--- config.mk ---
export PLATFORM = sky130hd
export DESIGN_NAME = one_counter_fsmd
export DESIGN_NICKNAME = d
export VERILOG_FILES = /design/src/rtl/one_counter_fsmd.sv
export SDC_FILE = /design/constraint.sdc
export NUM_CORES = 1
export LEC_CHECK = 0
export ABC_AREA = 1
export CORE_ASPECT_RATIO = 2
export CORE_MARGIN = 2
export CORE_UTILIZATION = 45
export DETAILED_ROUTE_END_ITERATION = 7
export PLACE_DENSITY = 0.79
export SYNTH_ARGS = -nofsm -noshare
export SYNTH_HDL_FRONTEND = slang
export SYNTH_SLANG_ARGS = --single-unit
--- constraint.sdc ---
create_clock -name CLK -period 2.05 [get_ports CLK]
set_input_delay 0.41 -clock CLK [delete_from_list [all_inputs] [get_ports CLK]]
set_output_delay 0.41 -clock CLK [all_outputs]
set_load 0.05 [all_outputs]
--- src/rtl/one_counter_fsmd.sv ---
// Self-sequenced ones/zeros counter: loads an operand on Start, shifts it right
// while accumulating set bits, and stops as soon as no set bits remain above bit 0.
module one_counter_fsmd #(
  parameter int WIDTH = 16,
  parameter int CNT_W = 5
) (
  input  logic             CLK,
  input  logic             RST,
  input  logic             Start,
  input  logic             Mode,
  input  logic [WIDTH-1:0] DataIn,
  output logic             Busy,
  output logic             Done,
  output logic [WIDTH-1:0] Out,
  output logic [WIDTH-1:0] Datapath
);

  typedef enum logic [1:0] {
    IDLE  = 2'd0,
    SHIFT = 2'd1,
    DONE  = 2'd2
  } state_t;

  state_t             state_q, state_d;
  logic [WIDTH-1:0]   r_q, r_d;
  logic [CNT_W-1:0]   c_q, c_d;
  logic [WIDTH-1:0]   out_q, out_d;
  logic [CNT_W-1:0]   sum;

  assign sum = c_q + CNT_W'(r_q[0]);

  // Zeros mode simply counts ones of the inverted operand, so one datapath serves both.
  always_comb begin
    state_d = state_q;
    r_d     = r_q;
    c_d     = c_q;
    out_d   = out_q;
    unique case (state_q)
      IDLE: begin
        if (Start) begin
          r_d     = Mode ? ~DataIn : DataIn;
          c_d     = '0;
          state_d = SHIFT;
        end
      end
      SHIFT: begin
        c_d = sum;
        r_d = r_q >> 1;
        // Nothing left above bit 0: this edge's sum is final.
        if (r_q[WIDTH-1:1] == '0) begin
          out_d   = WIDTH'(sum);
          state_d = DONE;
        end
      end
      DONE: begin
        state_d = IDLE;
      end
      default: begin
        state_d = IDLE;
      end
    endcase
  end

  always_ff @(posedge CLK) begin
    if (RST) begin
      state_q <= IDLE;
      r_q     <= '0;
      c_q     <= '0;
      out_q   <= '0;
    end else begin
      state_q <= state_d;
      r_q     <= r_d;
      c_q     <= c_d;
      out_q   <= out_d;
    end
  end

  assign Busy     = (state_q == SHIFT);
  assign Done     = (state_q == DONE);
  assign Out      = out_q;
  assign Datapath = r_q;

endmodule
==> impl_results.md, run 1 <==
- Vias: 1457
- Hpwl dp: ~2.7 mm
- Share of the synthesized area in compound gates (AO/OA/AOI/OAI): approximately an eighth
- Stage delay of the slowest cell on the critical path: between 0.8 and 0.9 ns
- Hold Violations, Final: 0
- Maximum clock frequency: 0.517 GHz
- Clk Tree Root Cell: sky130_fd_sc_hd__clkbuf_8
- Clock insertion delay at the later pin of the skew report: 0.28 ns
- Cell taking the most area after synthesis: sky130_fd_sc_hd__dfxtp_1
- Buffer and inverter count on the worst path: 1
- Maximum number of pins on one net before global-route repair: 22
- Main combinational cell family by area after synthesis: simple AND/OR/NAND/NOR gates
- Post_cts resized: 0
- Netlist cell types: 23
- Placed Area: 2000 µm²
- Die outline width: 46.1 µm
- Via count of the first global-routing pass: around 1400
- Number of vias per cell: 5.09
- Drt drc: 0
- Basic-gate share of the synthesized area counting and, or, nand and nor cells: 27.0%
- Comb pwr share: 36.8%
- Final cell area excluding filler cells: 2050 µm²
- Critical Path, Cell by Cell: clkdlybuf4s50_1
- Final setup skew: 0.00444 ns
- Final nets: ~280
- GRT Overall Usage: 19.8%
- Share of cell area taken by muxes after synthesis: 0%
- EDFF count, synth: 0
- Clock power frac: a little under a quarter
- Final hold slack: 0.476 ns
- Internal Pwr Total: 951 µW
- Hold wc startpoint: c_q[0]
- Sort of element at the start of the critical path: register
- Most used flip-flop cell after synthesis: sky130_fd_sc_hd__dfxtp_1
- Adder and majority gate portion of the synthesized area: 1.57%
- Register area: 561 µm²
- Multi-input gate area: 842 µm²
- Endpoint class of the critical path: output pin
- Global-route wire length before repair: 5.98 mm
- Avg Inst Size Synth: 7.52 µm²
- Reg power frac: 40.5%
- Final worst-path cycle share: 94.3%
- Outcome: complete, no violations
- Static leakage: 0.000914 µW
- Clock tree from TritonCTS: yes
- Total die area: 4060 µm²
- Gate Count Post-Synth: roughly 210
- Remaining number of nets flagged by the antenna check after routing: 0
- Type of the tightest min-delay check: reg -> reg
- H-Tree Depth: 1
- Final-layout fill cell count: 325
- CTS Hold Buffers Added: 0
- Mean routed wirelength per cell: about 13 µm
- Setup slack on the worst flop-to-flop path: 0.48 ns
- Switching power: 571 µW
- Worst relative slew slack: between 60% and 70%
- GR Overflow Total: 0
- Gpl congestion: slightly above 0.8
- Maximum count of clock buffers along a single path: 2
- Setup-violating endpoint count in the final report: 0
- First-pass iteration count of the detailed router: 4
- Slowest cell on the critical path: sky130_fd_sc_hd__clkdlybuf4s50_1
- Worst Setup Path Type: reg -> out
- Initial core utilization: 47.2%
- Total wire length: 3.61 mm
- Die Span Y: slightly below 90 µm
- Xor/xnor cell area share of the yosys netlist: 9.89%
- Arrival time of the worst setup path: 1.52 ns
- Number of buffers created by CTS: 3
- Total clock sinks: 28
- Inserted Diodes: 0
- Total I/O pin count: 54
- Syn-to-layout area delta: 28.8%
- Post-synth top area share: 35.2%
- Synth Register Bits: 28
- Initial antenna violation count: 0
- Data required time at the worst endpoint: around 1.6 ns
- Sum of internal, switching and leakage power: between 1500 and 2000 µW
- Core box area: approximately 3400 µm²
- Critical path's top delay family: buffers and inverters
- Synth cell count leaders: sky130_fd_sc_hd__nand2_1, sky130_fd_sc_hd__dfxtp_1, sky130_fd_sc_hd__inv_1
- Area of the mapped netlist: 1590 µm²
- Net Sw Frac: 37.5%
- Transition at the pin with the smallest max-transition slack: slightly above 0.5 ns
- Minimum period implied by the final worst setup slack: 1.93 ns
- Maximum fanout count along the critical path: 4
- Critical Path Start: Datapath[15]
- Total number of yosys warnings: 0
- Total of buffers placed on input and output ports: 42
- Total power divided by cell area: ~740 nW/µm²
- Number of max-capacitance violations reported: 0
- Worst reg2reg startpoint: state_q[0]
- IR drop worst, VDD: 0.440 mV
- Ranking of synthesized cells by area: sky130_fd_sc_hd__dfxtp_1, sky130_fd_sc_hd__nand2_1, sky130_fd_sc_hd__xnor2_1
- Post-synthesis sequential area ratio: 35.2%
- Most numerous cell in the Yosys netlist: sky130_fd_sc_hd__nand2_1
- Setup Buffers After CTS: 0
- Synth async-reset ratio: 0%
- Final setup TNS: 0 ns
- Unrepaired setup endpoints after global routing: no
- Clock slew at reported path FFs: 0.09 ns
- Final max-slew violation count: 0
- Fraction of layout cells with a size suffix above 1: 11.0%
- Initial drt markers: 28
- Cell row count: 30
-- worst register-to-register path, cell delays in order (launching register included) --
cell	delay, ns
sky130_fd_sc_hd__dfxtp_1	0.35
sky130_fd_sc_hd__inv_1	0.10
sky130_fd_sc_hd__nor2_4	0.28
sky130_fd_sc_hd__buf_4	0.29
sky130_fd_sc_hd__nand3_2	0.21
sky130_fd_sc_hd__nor2_4	0.17
sky130_fd_sc_hd__nand2_1	0.07
sky130_fd_sc_hd__nand2_1	0.06
-- through the flow --
stage | cells | utilization (%) | setup slack [ns]
finish | 286 | 60.8 | 0.117
global route | 286 | 60.8 | 0.0554
CTS | 286 | 60.8 | 0.101
detailed placement | 282 | 59.1 | 0.261
global placement | 282 | 59.1 | 0.303
floorplan | 222 | - | 0.478
-- power by group through the flow --
stage / Combinational, µW / Clock, µW / Sequential [µW]
6_report: 561 / 346 / 616
2_1_floorplan: 310 / 0 / 736
3_3_place_gp: 553 / 0 / 628
3_5_place_dp: 563 / 0 / 629
5_1_grt: 606 / 371 / 622
4_1_cts: 565 / 351 / 617
-- path summary, 6_finish.rpt --
kind,endpoint,depth (start not counted)
max,Datapath[15],1
min,c_q[0],2
min reg2reg,c_q[0],2
max reg2reg,Out[0],7
-- cell usage in the layout (no fill, tap or decap), types with 2 or more instances in the layout --
| cell type | netlist | routed |
|---|---|---|
| sky130_fd_sc_hd__a21oi_1 | 8 | 8 |
| sky130_fd_sc_hd__buf_4 | 14 | 7 |
| sky130_fd_sc_hd__clkbuf_8 | 0 | 4 |
| sky130_fd_sc_hd__clkdlybuf4s50_1 | 0 | 40 |
| sky130_fd_sc_hd__conb_1 | 1 | 11 |
| sky130_fd_sc_hd__dfxtp_1 | 28 | 28 |
| sky130_fd_sc_hd__ha_1 | 2 | 2 |
| sky130_fd_sc_hd__inv_1 | 19 | 19 |
| sky130_fd_sc_hd__inv_2 | 2 | 2 |
| sky130_fd_sc_hd__nand2_1 | 73 | 73 |
| sky130_fd_sc_hd__nand3_1 | 6 | 6 |
| sky130_fd_sc_hd__nand4_1 | 3 | 3 |
| sky130_fd_sc_hd__nor2_1 | 9 | 9 |
| sky130_fd_sc_hd__nor2_2 | 2 | 2 |
| sky130_fd_sc_hd__nor2_4 | 3 | 3 |
| sky130_fd_sc_hd__o211ai_1 | 8 | 8 |
| sky130_fd_sc_hd__o211ai_2 | 7 | 7 |
| sky130_fd_sc_hd__xnor2_1 | 16 | 16 |
| sky130_fd_sc_hd__xor2_1 | 2 | 2 |
-- cell families after synthesis --
| group | after synthesis |
|---|---|
| buf+inv | 42 |
| compound gates | 23 |
| flops | 28 |
| xor+xnor | 18 |
| simple gates | 98 |
| other cells | 1 |
| fa+ha+maj | 2 |
-- state kept, by name, indices dropped and copies added (netlist names) --
register / count
Datapath: 16
c_q: 5
Out: 5
state_q: 2
-- final cells by class --
| type | instances | share of cell area [%] |
|---|---|---|
| multi-input combinational | 152 | 41.0 |
| sequential | 28 | 27.3 |
| timing repair buffer | 48 | 23.0 |
| inverter | 22 | 4.02 |
| clock buffer | 4 | 2.68 |
| tap | 32 | 1.95 |
-- layer usage --
| layer | vias up | wire length (µm) | share of wire (%) | global-route usage, % |
|---|---|---|---|---|
| met5 | - | 0 | 0 | 0 |
| met4 | 0 | 98 | 2.7 | 9.87 |
| met3 | 8 | 140 | 3.9 | 1.86 |
| met2 | 40 | 2000 | 55 | 36.1 |
| met1 | 684 | 1370 | 38 | 21.0 |
| li1 | 725 | - | - | - |
Power figures use the tool's default switching activity.
==> run 2, diff against run 1 <==
Settings changed: ABC_AREA 1 to unset, DONT_BUFFER_PORTS set to 1, PLACE_DENSITY 0.79 to unset, SLEW_MARGIN set to 20.
==> impl_results.md, run 2 <==
- Outcome: complete, no violations
- Clock power frac: 29.4%
- Total of buffers placed on input and output ports: 0
- Post-synth top area share: between 30% and 40%
- Total power divided by cell area: 962 nW/µm²
- CTS Hold Buffers Added: 0
- Total I/O pin count: between 50 and 60
- Total die area: 3640 µm²
- GRT Overall Usage: between 10% and 20%
- Total number of yosys warnings: 0
- Final worst-path cycle share: ~81%
- Unrepaired setup endpoints after global routing: no
- Synth cell count leaders: sky130_fd_sc_hd__dfxtp_1, sky130_fd_sc_hd__nor2_1, sky130_fd_sc_hd__xor2_1
- Final setup TNS: 0 ns
- Initial drt markers: 75
- Maximum number of pins on one net before global-route repair: 29
- Comb pwr share: 28.1%
- Arrival time of the worst setup path: about 1.9 ns
- Hold wc startpoint: RST
- Mean routed wirelength per cell: 16.7 µm
- Share of the core filled with cells: approximately half
- Final setup skew: 0.00346 ns
- Most used flip-flop cell after synthesis: sky130_fd_sc_hd__dfxtp_1
- Cell row count: 28
- Number of max-capacitance violations reported: 0
- Setup Buffers After CTS: 0
- Post_cts resized: 0
- IR drop worst, VDD: 0.481 mV
- Hold Violations, Final: 0
- Clock slew at reported path FFs: 0.09 ns
- Type of the tightest min-delay check: in -> reg
- Most numerous cell in the Yosys netlist: sky130_fd_sc_hd__dfxtp_1
- Final max-slew violation count: 0
- Worst Setup Path Type: reg -> reg
- Global-route wire length before repair: 5.08 mm
- Die outline width: 43.7 µm
- Clock insertion delay at the later pin of the skew report: 0.27 ns
- Setup-violating endpoint count in the final report: 0
- Initial antenna violation count: 0
- Gate Count Post-Synth: between 100 and 150
- Total clock sinks: 28
- Fraction of layout cells with a size suffix above 1: 19.2%
- GR Overflow Total: 0
- First-pass iteration count of the detailed router: 4
- Most common cell after layout, fill and taps aside: sky130_fd_sc_hd__dfxtp_1
- Minimum period implied by the final worst setup slack: 1.66 ns
- Clk Tree Root Cell: sky130_fd_sc_hd__clkbuf_8
- Die Span Y: approximately 83 µm
- Sum of internal, switching and leakage power: 1470 µW
- Vias: 1109
- Initial core utilization: 47.5%
- Ranking of synthesized cells by area: sky130_fd_sc_hd__dfxtp_1, sky130_fd_sc_hd__a222oi_1, sky130_fd_sc_hd__xor2_1
- Critical Path Start: state_q[0]
- Net Sw Frac: 34.7%
- Number of vias per cell: 5.96
- Area of the mapped netlist: 1420 µm²
- Sort of element at the start of the critical path: register
- Clock tree from TritonCTS: yes
- Synth async-reset ratio: 0%
- Total wire length: 3.11 mm
- Maximum clock frequency: 0.604 GHz
- Reg power frac: 42.5%
- Transition at the pin with the smallest max-transition slack: 1.01 ns
- Remaining number of nets flagged by the antenna check after routing: 0
- Data required time at the worst endpoint: 2.26 ns
- Drt drc: 0
- EDFF count, synth: 0
- Number of flip-flops in the largest register: 16
- Netlist cell types: 30
- Static leakage: between 0.0006 and 0.0007 µW
- Worst slack, placed: 0.424 ns
- Maximum fanout count along the critical path: 17
- Inserted Diodes: 0
- Avg Inst Size Synth: 9.69 µm²
- Via count of the first global-routing pass: approximately 1100
- Core box area: slightly below 3000 µm²
- Worst relative slew slack: 32.1%
- Final worst-path setup slack: 0.395 ns
- Endpoint class of the critical path: register
- Number of buffers created by CTS: 3
- Cell taking the most area after synthesis: sky130_fd_sc_hd__dfxtp_1
- Syn-to-layout area delta: 8.13%
- Final-layout fill cell count: 290
- Worst reg2reg startpoint: state_q[0]
- Commonest cells after routing, fill and taps aside: sky130_fd_sc_hd__dfxtp_1, sky130_fd_sc_hd__nor2_1, sky130_fd_sc_hd__buf_4, sky130_fd_sc_hd__xor2_1, sky130_fd_sc_hd__a222oi_1
- Final nets: 179
- Hpwl dp: between 2 and 2.5 mm
- Internal Pwr Total: 961 µW
- Gpl congestion: 0.793
- Synth Register Bits: 28
- Post-synthesis sequential area ratio: 39.6%
- Maximum count of clock buffers along a single path: 2
- Switching power: 511 µW
- H-Tree Depth: 1
-- run 2: layout make-up --
type / instances / area, µm² / area share (%)
clock inverters: 1 / 30.0 / 1.96
repair buffers: 18 / 135 / 8.83
flip-flops and latches: 28 / 561 / 36.6
inverters: 1 / 8.76 / 0.572
well taps: 30 / 37.5 / 2.45
clock buffers: 3 / 41.3 / 2.70
multi-input cells: 105 / 717 / 46.9
-- run 2: power groups by stage --
stage / logic, µW / registers [µW] / clock network [µW]
global placement: 412 / 635 / 0
global route: 446 / 629 / 466
CTS: 416 / 626 / 444
detailed placement: 415 / 637 / 0
finish: 414 / 625 / 433
floorplan: 271 / 742 / 0
-- run 2: per-stage QoR --
step	hold WS, ns	std cells	instance area, µm²
2_1_floorplan	0.470	156	1450
3_3_place_gp	0.482	182	1460
3_5_place_dp	0.482	182	1460
4_1_cts	0.179	186	1530
5_1_grt	0.169	186	1530
6_report	0.185	186	1530
-- run 2: worst paths after layout --
| check | end | slack, ns | cells past startpoint |
|---|---|---|---|
| worst min-delay path | Out[2] | 0.18 | 1 |
| worst min register to register | c_q[0] | 0.52 | 2 |
| worst max-delay path | Datapath[6] | 0.39 | 3 |
| worst max register to register | Datapath[6] | 0.39 | 3 |
-- run 2: kinds of logic after synthesis --
kind of cell             Yosys count  share of synthesized area, %
AO/OA/AOI/OAI                     32                          18.7
flip-flops                        28                          39.6
AND/OR/NAND/NOR                   41                          15.6
other                              1                         0.265
buffers and inverters             23                          12.4
adder cells (fa/ha/maj)            2                          1.77
XOR/XNOR                          19                          11.8
-- run 2: layer usage --
layer / up-vias / wire [µm] / track usage, % / share of wire [%]
met2: 38 / 1750 / 31.0 / 56
met4: 0 / 50 / 7.44 / 1.6
met3: 5 / 173 / 3.70 / 5.6
met1: 532 / 1140 / 20.0 / 37
met5: - / 0 / 0 / 0
li1: 534 / - / - / -
-- run 2: critical path, stage by stage, from the launching register on --
cell                       delay (ns)
sky130_fd_sc_hd__dfxtp_1         0.36
sky130_fd_sc_hd__nor3b_2         0.84
sky130_fd_sc_hd__a222oi_1        0.21
sky130_fd_sc_hd__nor2_1          0.17
==> run 3, diff against run 2 <==
Clock period 2.05 ns to 1.5 ns, I/O delays scaled along.
==> impl_results.md, run 3 (synthesized netlist as in run 2, its figures left out) <==
- Depth of the worst register-to-register path: 4
- Critical path's top delay family: flip-flops
- Worst Setup Path Type: reg -> out
- Worst reg2reg startpoint: Datapath[1]
- Number of buffers created by CTS: 3
- Placed Area: 1520 µm²
- H-Tree Depth: 1
- Total die area: 3640 µm²
- Critical Path, Cell by Cell: nand2b_2 > inv_6
- Number of vias per cell: between 5 and 6
- Total clock sinks: 28
- Most common cell after layout, fill and taps aside: sky130_fd_sc_hd__buf_4
- Transition at the pin with the smallest max-transition slack: around 0.5 ns
- Clk Tree Root Cell: sky130_fd_sc_hd__clkbuf_8
- Number of stages on the worst hold path: 1
- Buffer and inverter count on the worst path: 1
- Core box area: around 3000 µm²
- Comb pwr share: about a third
- Worst r2r dst: Out[2]
- Initial drt markers: 65
- Commonest cells after routing, fill and taps aside: sky130_fd_sc_hd__buf_4, sky130_fd_sc_hd__dfxtp_1, sky130_fd_sc_hd__nor2_1, sky130_fd_sc_hd__xor2_1, sky130_fd_sc_hd__a222oi_1
- Worst relative slew slack: 66.1%
- Number of max-capacitance violations reported: 0
- Total power divided by cell area: 1180 nW/µm²
- Die outline width: 43.7 µm
- Endpoint class of the critical path: output pin
- Sort of element at the start of the critical path: register
- Initial antenna violation count: 0
- Fraction of layout cells with a size suffix above 1: 26.1%
- First-pass iteration count of the detailed router: 4
- Type of the tightest min-delay check: in -> reg
- Number of flip-flops in the largest register: 16
- GRT Overall Usage: 17.9%
- Sum of internal, switching and leakage power: 1860 µW
- Cell row count: 28
- Stage delay of the slowest cell on the critical path: about 0.34 ns
- Mean routed wirelength per cell: 16.3 µm
- Net Sw Frac: 36.9%
- Total wire length: 3.11 mm
- Setup slack on the worst flop-to-flop path: 0.15 ns
- GR Overflow Total: 0
- Initial core utilization: roughly 48%
- Remaining number of nets flagged by the antenna check after routing: 0
- Vias: 1137
- Die Span Y: 83.3 µm
- Arrival time of the worst setup path: around 1.1 ns
- Via count of the first global-routing pass: approximately 1100
- Hold Violations, Final: 0
- Final nets: 185
- Reg power frac: 45.7%
- Static leakage: approximately 0.00064 µW
- Outcome: complete, no violations
- Internal Pwr Total: roughly 1200 µW
- Switching power: 687 µW
- Fin cells: 191
- Hpwl dp: 2.34 mm
- Hold wc startpoint: RST
- IR drop worst, VDD: 0.627 mV
- Clock power frac: 21.4%
- Final worst-path cycle share: 93.2%
- Minimum period implied by the final worst setup slack: 1.40 ns
- Data required time at the worst endpoint: 1.20 ns
- Slowest cell on the critical path: sky130_fd_sc_hd__dfxtp_1
- Worst hold path endpoint: Datapath[0]
- Setup-violating endpoint count in the final report: 0
- Syn-to-layout area delta: 11.4%
- Maximum count of clock buffers along a single path: 2
- Gpl congestion: 0.812
- Clock slew at reported path FFs: 0.09 ns
- Global-route wire length before repair: 5.06 mm
- Final setup skew: 0.00400 ns
- DP Cell Count: 187
- Maximum fanout count along the critical path: 28
- Maximum number of pins on one net before global-route repair: 29
- Clock insertion delay at the later pin of the skew report: about 0.27 ns
- Drt drc: 0
- Inserted Diodes: 0
- Final max-slew violation count: 0
- Clock tree from TritonCTS: yes
- Final cell area excluding filler cells: between 1500 and 2000 µm²
- Unrepaired setup endpoints after global routing: yes
- Total I/O pin count: 54
- Maximum clock frequency: 0.716 GHz
- Total of buffers placed on input and output ports: 0
==> run 3: worst max path at each step <==
stage	end	from	cells after the start
after global placement	Out[2]	Datapath[3]	4
after detailed placement	Out[2]	Datapath[3]	4
final	Busy	state_q[1]	2
after floorplan	Out[2]	Datapath[1]	5
after CTS	Out[2]	Datapath[3]	4
after global routing	Out[4]	c_q[0]	6
==> run 3: through the flow <==
step	setup WS [ns]	hold WS (ns)	util (%)	TNS, ns
after CTS	0.0741	0.0805	52.3	0
after detailed placement	0.0966	0.373	50.9	0
after floorplan	0.00110	0.470	-	0
after global routing	-0.00759	0.0639	52.9	-0.00759
after global placement	0.119	0.369	50.9	0
final	0.102	0.0855	52.9	0
==> run 3: power groups by stage <==
stage	logic [µW]	clock network [µW]	registers [µW]
2_1_floorplan	370	0	1020
3_3_place_gp	587	0	863
3_5_place_dp	597	0	866
4_1_cts	597	404	848
5_1_grt	663	435	857
6_report	613	398	851
==> run 3: what timing repair did <==
item / 4_1_cts / 5_1_grt
endpoints found under the setup margin: 0 / 6
hold buffers: 0 / 0
gates resized for setup: 0 / 3
buffers inserted: 0 / 1
==> run 3: routing by layer <==
| metal | vias to the layer above | GRT usage [%] | routed length [µm] |
|---|---|---|---|
| met5 | - | 0 | 0 |
| met3 | 7 | 3.26 | 148 |
| met2 | 38 | 30.5 | 1780 |
| li1 | 545 | - | - |
| met4 | 0 | 8.54 | 81 |
| met1 | 547 | 20.4 | 1100 |
==> run 3: final cells by class <==
class / count / area, µm²
Multi-Input combinational cell: 105 / 728
Clock buffer: 3 / 41.3
Sequential cell: 28 / 568
Inverter: 1 / 8.76
Timing Repair Buffer: 24 / 193
Tap cell: 30 / 37.5
Fill cell: 285 / 1400
